===== src/rtl/mult_arbiter.sv =====
// Round-robin arbiter/sequencer sharing one external multiplier among a layer's neurons.
// One multiply is issued per grant. Priority rotates when the owner releases its request.
module mult_arbiter #(
  parameter int unsigned NumRequesters = 5,
  parameter int unsigned DataWidth     = 8,
  parameter int unsigned CountWidth    = 16
) (
  input  logic                               clk_i,
  input  logic                               reset_ni,
  input  logic [NumRequesters-1:0]           req_i,
  output logic [NumRequesters-1:0]           grant_o,
  input  logic [NumRequesters-1:0]           start_i,
  input  logic [NumRequesters*DataWidth-1:0] a_i,
  input  logic [NumRequesters*DataWidth-1:0] b_i,
  output logic [NumRequesters-1:0]           done_o,
  output logic                               busy_o,
  output logic [2*DataWidth-1:0]             result_o,
  output logic                               mult_start_o,
  output logic [DataWidth-1:0]               mult_a_o,
  output logic [DataWidth-1:0]               mult_b_o,
  input  logic                               mult_busy_i,
  input  logic                               mult_done_i,
  input  logic [2*DataWidth-1:0]             mult_result_i,
  output logic [CountWidth-1:0]              ops_count_o,
  output logic                               protocol_err_o
);

  localparam int unsigned IdxWidth  = (NumRequesters > 1) ? $clog2(NumRequesters) : 1;
  localparam int unsigned ProdWidth = 2 * DataWidth;

  typedef enum logic [2:0] {
    S_IDLE  = 3'd0,
    S_GRANT = 3'd1,
    S_ISSUE = 3'd2,
    S_WAIT  = 3'd3,
    S_DONE  = 3'd4
  } state_e;

  state_e                   state_q;
  logic [IdxWidth-1:0]      owner_q;
  logic [IdxWidth-1:0]      ptr_q;
  logic [NumRequesters-1:0] grant_q;
  logic [NumRequesters-1:0] done_q;
  logic                     busy_q;
  logic [ProdWidth-1:0]     result_q;
  logic                     start_q;
  logic [DataWidth-1:0]     a_q;
  logic [DataWidth-1:0]     b_q;
  logic [CountWidth-1:0]    ops_q;
  logic                     err_q;

  logic                     pick_valid_c;
  logic [IdxWidth-1:0]      pick_idx_c;
  logic [IdxWidth-1:0]      cand_c;
  logic [DataWidth-1:0]     own_a_c;
  logic [DataWidth-1:0]     own_b_c;

  // First requester at or after ptr+1, wrapping; the pointer alone breaks ties.
  always_comb begin
    pick_valid_c = 1'b0;
    pick_idx_c   = '0;
    cand_c       = '0;
    for (int unsigned i = 1; i <= NumRequesters; i++) begin
      cand_c = IdxWidth'((32'(ptr_q) + i) % NumRequesters);
      if (!pick_valid_c && req_i[cand_c]) begin
        pick_valid_c = 1'b1;
        pick_idx_c   = cand_c;
      end
    end
  end

  assign own_a_c = a_i[owner_q*DataWidth +: DataWidth];
  assign own_b_c = b_i[owner_q*DataWidth +: DataWidth];

  // Sequencer: grant, issue one multiply, wait for the product, hold done until release.
  always_ff @(posedge clk_i or negedge reset_ni) begin
    if (!reset_ni) begin
      state_q  <= S_IDLE;
      owner_q  <= '0;
      ptr_q    <= IdxWidth'(NumRequesters - 1);
      grant_q  <= '0;
      done_q   <= '0;
      busy_q   <= 1'b0;
      result_q <= '0;
      start_q  <= 1'b0;
      a_q      <= '0;
      b_q      <= '0;
      ops_q    <= '0;
      err_q    <= 1'b0;
    end else begin
      // A done pulse outside WAIT has no operation to complete; flag it sticky.
      if (mult_done_i && (state_q != S_WAIT)) begin
        err_q <= 1'b1;
      end
      case (state_q)
        S_IDLE: begin
          if (pick_valid_c) begin
            owner_q <= pick_idx_c;
            grant_q <= NumRequesters'(1) << pick_idx_c;
            busy_q  <= 1'b1;
            state_q <= S_GRANT;
          end
        end
        S_GRANT: begin
          if (start_i[owner_q] && !mult_busy_i) begin
            a_q     <= own_a_c;
            b_q     <= own_b_c;
            start_q <= 1'b1;
            state_q <= S_ISSUE;
          end else if (!req_i[owner_q]) begin
            grant_q <= '0;
            ptr_q   <= owner_q;
            busy_q  <= 1'b0;
            state_q <= S_IDLE;
          end
        end
        S_ISSUE: begin
          start_q <= 1'b0;
          state_q <= S_WAIT;
        end
        S_WAIT: begin
          if (mult_done_i) begin
            result_q <= mult_result_i;
            done_q   <= NumRequesters'(1) << owner_q;
            state_q  <= S_DONE;
          end
        end
        S_DONE: begin
          if (!req_i[owner_q]) begin
            grant_q <= '0;
            done_q  <= '0;
            ptr_q   <= owner_q;
            ops_q   <= ops_q + CountWidth'(1);
            busy_q  <= 1'b0;
            state_q <= S_IDLE;
          end
        end
        default: begin
          grant_q <= '0;
          done_q  <= '0;
          start_q <= 1'b0;
          busy_q  <= 1'b0;
          state_q <= S_IDLE;
        end
      endcase
    end
  end

  assign grant_o        = grant_q;
  assign done_o         = done_q;
  assign busy_o         = busy_q;
  assign result_o       = result_q;
  assign mult_start_o   = start_q;
  assign mult_a_o       = a_q;
  assign mult_b_o       = b_q;
  assign ops_count_o    = ops_q;
  assign protocol_err_o = err_q;

endmodule


===== config.mk =====
export PLATFORM = sky130hd
export DESIGN_NAME = mult_arbiter
export DESIGN_NICKNAME = d
export VERILOG_FILES = /design/src/rtl/mult_arbiter.sv
export SDC_FILE = /design/constraint.sdc
export NUM_CORES = 1
export LEC_CHECK = 0
export CAP_MARGIN = 20
export CORE_AREA = 2 2 116 118
export CTS_CLUSTER_DIAMETER = 80
export CTS_CLUSTER_SIZE = 40
export DETAILED_ROUTE_END_ITERATION = 8
export DIE_AREA = 0 0 118 120
export GPL_ROUTABILITY_DRIVEN = 0
export PLACE_DENSITY = 0.84
export SYNTH_ARGS = -nofsm -noshare
export SYNTH_HDL_FRONTEND = slang
export SYNTH_SLANG_ARGS = --single-unit

===== constraint.sdc =====
create_clock -name clk_i -period 4.6 [get_ports clk_i]
set_input_delay 0.69 -clock clk_i [delete_from_list [all_inputs] [get_ports clk_i]]
set_output_delay 0.69 -clock clk_i [all_outputs]
set_load 0.03 [all_outputs]

==> key figures <==
STA
  • WHS: 420.8 ps
  • Final WS setup: 52.97 ps
  • Final period util: 0.9885
  • Fmax: between 200 and 250 MHz
  • Final Hold Vio Count: 0
  • Slew margin rel.: 0.2649
  • Slew @ Worst Pin: approximately 1100 ps
  • Max Slew Vio Count: 0
  • Clk_skew: 8.038 ps
  • # setup viols final: 0
  • Fin crit period: 4547 ps

Yosys
  • Asr flop ratio synth: 1.000
  • Register area share after synthesis: 0.3236
  • Synth top area share: 0.3187
  • Ys flop type: dfrtp_1
  • Syn_nets: 698
  • Cells after Synth: 560
  • Unique masters post-synth: 79
  • Post-Syn Area per Cell: 9.674 um^2
  • Synth area leaders: dfrtp_1 32%, mux4_2 7.5%, ha_1 6.2%
  • Post-synthesis cell area: approximately 0.0054 mm^2
  • EDFF count, synth: 0
  • FF+latch count, synth: 70
  • Synth warn: 0
  • Cell taking the most area after synthesis: dfrtp_1

Finish
  • Final Cell Area: 0.008021 mm^2
  • Filler cells: between 900 and 1000
  • Share of layout cells above drive strength 1: 0.2062
  • Layout Cells excl Fill: between 900 and 1000
  • N_diodes: 0
  • Register area: 0.001754 mm^2
  • Layout area overhead: 48.06%
  • Final nets: between 800 and 900
  • Area of the multi-input gates: 0.003721 mm^2

Worst setup path
  • Worst setup path class: reg -> reg
  • CP Data Arrival Time: 4810 ps
  • Startpoint Class: flip-flop
  • CP endpoint kind: flip-flop
  • CP max FO: 6
  • Required time of the critical path: 4860 ps

Job
  • Max cap viols: 0

Power
  • Pwr Total: between 6 and 7 mW
  • Leak Pwr: 3.232 nW
  • Peak VDD IR: 0.3800 mV
  • PD cells: 825.3 mW/mm^2

Placed design
  • Post-Place Worst Slack: -44.02 ps
  • Post-Place Cells: 891
  • DPL Wire Length: approximately 13 mm
  • PortBufs: 170
  • Post-Place Cell Area: ~0.0074 mm^2

Clocking
  • Root buffer cell: clkbuf_16
  • Cts hold-fix bufs: 0
  • CTS Buf Count: 9
  • Clock Tree Buf Depth: 2
  • H-tree levels: 3
  • Clock-pin slew on the worst setup and hold paths: 60 ps
  • TritonCTS clock tree: yes
  • Sink Count: 70
  • Clock Latency Late Sink: 330 ps

Detailed routing
  • Vias/cell: 5.871
  • Residual DRC: 0
  • Drt wl/cell: 19.20 um
  • Drt pass-1 iters: 5
  • Final wirelength: 17.63 mm
  • Iteration-0 DRC Markers: around 500
  • Vias: 5390
  • Antenna viol nets, final: 0

Die
  • Initial Util: 0.4174
  • Die width: 118 um
  • Die height: 120 um
  • IO Count: 171
  • Die area: roughly 0.014 mm^2
  • Cell Rows: 42
  • CORE AREA: 0.01298 mm^2

Global route
  • Antenna violations before repair: 0
  • Grt ovf: 0
  • Global-route wire length before repair: 27.03 mm
  • All-Layer GR Usage: 0.2387
  • Vias in the first global route: 5280
  • Largest net degree at the start of global routing: 38

Outcome
  • Outcome: finished clean

Min path
  • Hold WC Path Type: in -> async
-- sequential cells by signal, indices dropped and copies added, names as in the netlist --
name / cells
ops_count_o: 16
result_o: 16
mult_a_o: 8
mult_b_o: 8
done_o: 5
grant_o: 5
owner_q: 3
ptr_q: 3
state_q: 3
busy_o: 1
mult_start_o: 1
protocol_err_o: 1
-- final cells by class --
class | instances | area share
multi-input combinational | 430 | 0.4639
clock buffer | 13 | 0.03369
tap | 176 | 0.02745
sequential | 70 | 0.2187
inverter | 27 | 0.01341
timing repair buffer | 199 | 0.2407
clock inverter | 3 | 0.002184
-- path summary, 6_finish.rpt --
| kind | start | slack, ps | end | cells after the start |
|---|---|---|---|---|
| worst max-delay path | ptr_q[2]$_DFFE_PN1P_ | 50 | grant_o[0]$_DFFE_PN0P_ | 17 |
| worst min-delay path | reset_ni | 420 | mult_a_o[6]$_DFFE_PN0P_ | 1 |
| worst max register to register | ptr_q[2]$_DFFE_PN1P_ | 50 | grant_o[0]$_DFFE_PN0P_ | 17 |
| worst min register to register | ops_count_o[15]$_DFFE_PN0P_ | 470 | ops_count_o[15]$_DFFE_PN0P_ | 1 |
| max in group asynchronous | reset_ni | 3180 | ptr_q[1]$_DFFE_PN0P_ | 2 |
| min in group clk_i | ops_count_o[15]$_DFFE_PN0P_ | 470 | ops_count_o[15]$_DFFE_PN0P_ | 1 |
-- worst max-delay path, stage by stage (launching register included) --
cell       delay, ps
dfstp_2          590
inv_4             70
ha_4             220
o21a_4           220
a21oi_4          130
xnor2_2          160
ha_2             210
fa_1             170
a21bo_4          250
or4_4            560
a21oi_4          180
a211oi_4          80
nor4_4           370
o21ai_4          140
or4_4            540
o2bb2ai_2        160
a21oi_4          230
a22o_1           180
-- power breakdown --
| group | switching [mW] | internal [mW] |
|---|---|---|
| Combinational | 2.70 | 2.23 |
| Clock | 0.248 | 0.407 |
| Sequential | 0.190 | 0.843 |
| Total | 3.14 | 3.48 |
-- kinds of logic after synthesis --
family / share of synthesized area
xor gates and xnor gates: 0.04596
AOI/OAI and AO/OA: 0.2060
buffers and inverters: 0.04642
DFF: 0.3236
and+or+nand+nor: 0.1642
muxes: 0.1478
adders and majority gates: 0.06605
-- cell usage after synthesis (3+ instances only) --
library cell,number
nand4b_1,3
a21o_1,6
a22o_1,5
nor3_1,9
nor3b_1,3
a211oi_2,4
a221oi_1,4
o21a_1,3
mux2i_1,10
o31ai_1,3
nor2b_1,5
nand3_1,9
clkbuf_1,20
mux2_2,25
a211o_1,7
xnor2_1,16
or2_2,3
o22ai_1,3
buf_1,4
nor2_1,48
nand2_1,37
mux4_2,18
a211oi_1,10
buf_2,6
or3_1,5
xor2_1,5
and3_1,5
o211ai_1,3
o21ai_0,16
xnor2_2,3
nand2b_1,5
and2_1,8
nand4_1,6
ha_1,27
a22oi_1,18
a21boi_0,4
dfrtp_1,69
or4_4,3
nor4_1,7
inv_1,25
o2bb2ai_1,3
a21oi_1,41
-- per-layer routing --
layer	part of all wire	vias to the layer above	GRT usage
met1	0.37	2603	0.2717
met5	0	-	0
met2	0.52	293	0.4150
li1	-	2443	-
met3	0.084	51	0.06559
met4	0.035	0	0.1145
-- per-stage QoR --
stage | TNS, ps | utilization
after floorplan | 0 | -
after global placement | 0 | 0.5664
after detailed placement | -175.2 | 0.5664
after CTS | 0 | 0.5910
after global routing | -547.1 | 0.6180
final | 0 | 0.6180
-- what timing repair did --
item | 4_1_cts | 5_1_grt
buffers inserted | 3 | 8
pin swaps | 2 | 16
setup endpoints to repair | 6 | 10
endpoints found under the hold margin | 0 | 0
resized for setup | 2 | 48
-- placed cells by master (no fill, tap or decap), drive strengths merged, types with 5 or more instances in the layout --
| cell type | synthesis | final |
|---|---|---|
| and3 | 5 | 5 |
| and2 | 8 | 8 |
| clkdlybuf4s50 | 0 | 169 |
| a21oi | 42 | 42 |
| xnor2 | 19 | 19 |
| dfrtp | 69 | 69 |
| or3 | 5 | 5 |
| a21o | 6 | 6 |
| nand2 | 37 | 37 |
| or4 | 5 | 5 |
| a211oi | 14 | 14 |
| nor2b | 5 | 5 |
| mux2i | 11 | 11 |
| buf | 13 | 30 |
| xor2 | 6 | 6 |
| nand4 | 6 | 6 |
| a211o | 7 | 7 |
| nor3 | 9 | 9 |
| nor2 | 49 | 49 |
| inv | 27 | 26 |
| nor4 | 8 | 8 |
| o21ai | 18 | 18 |
| mux4 | 18 | 18 |
| mux2 | 25 | 25 |
| a22oi | 18 | 18 |
| clkbuf | 20 | 13 |
| nand3 | 9 | 9 |
| ha | 27 | 27 |
| a22o | 5 | 5 |
| a221oi | 5 | 5 |
| nand2b | 5 | 5 |
Note: power is estimated with default switching activity, not from simulation.
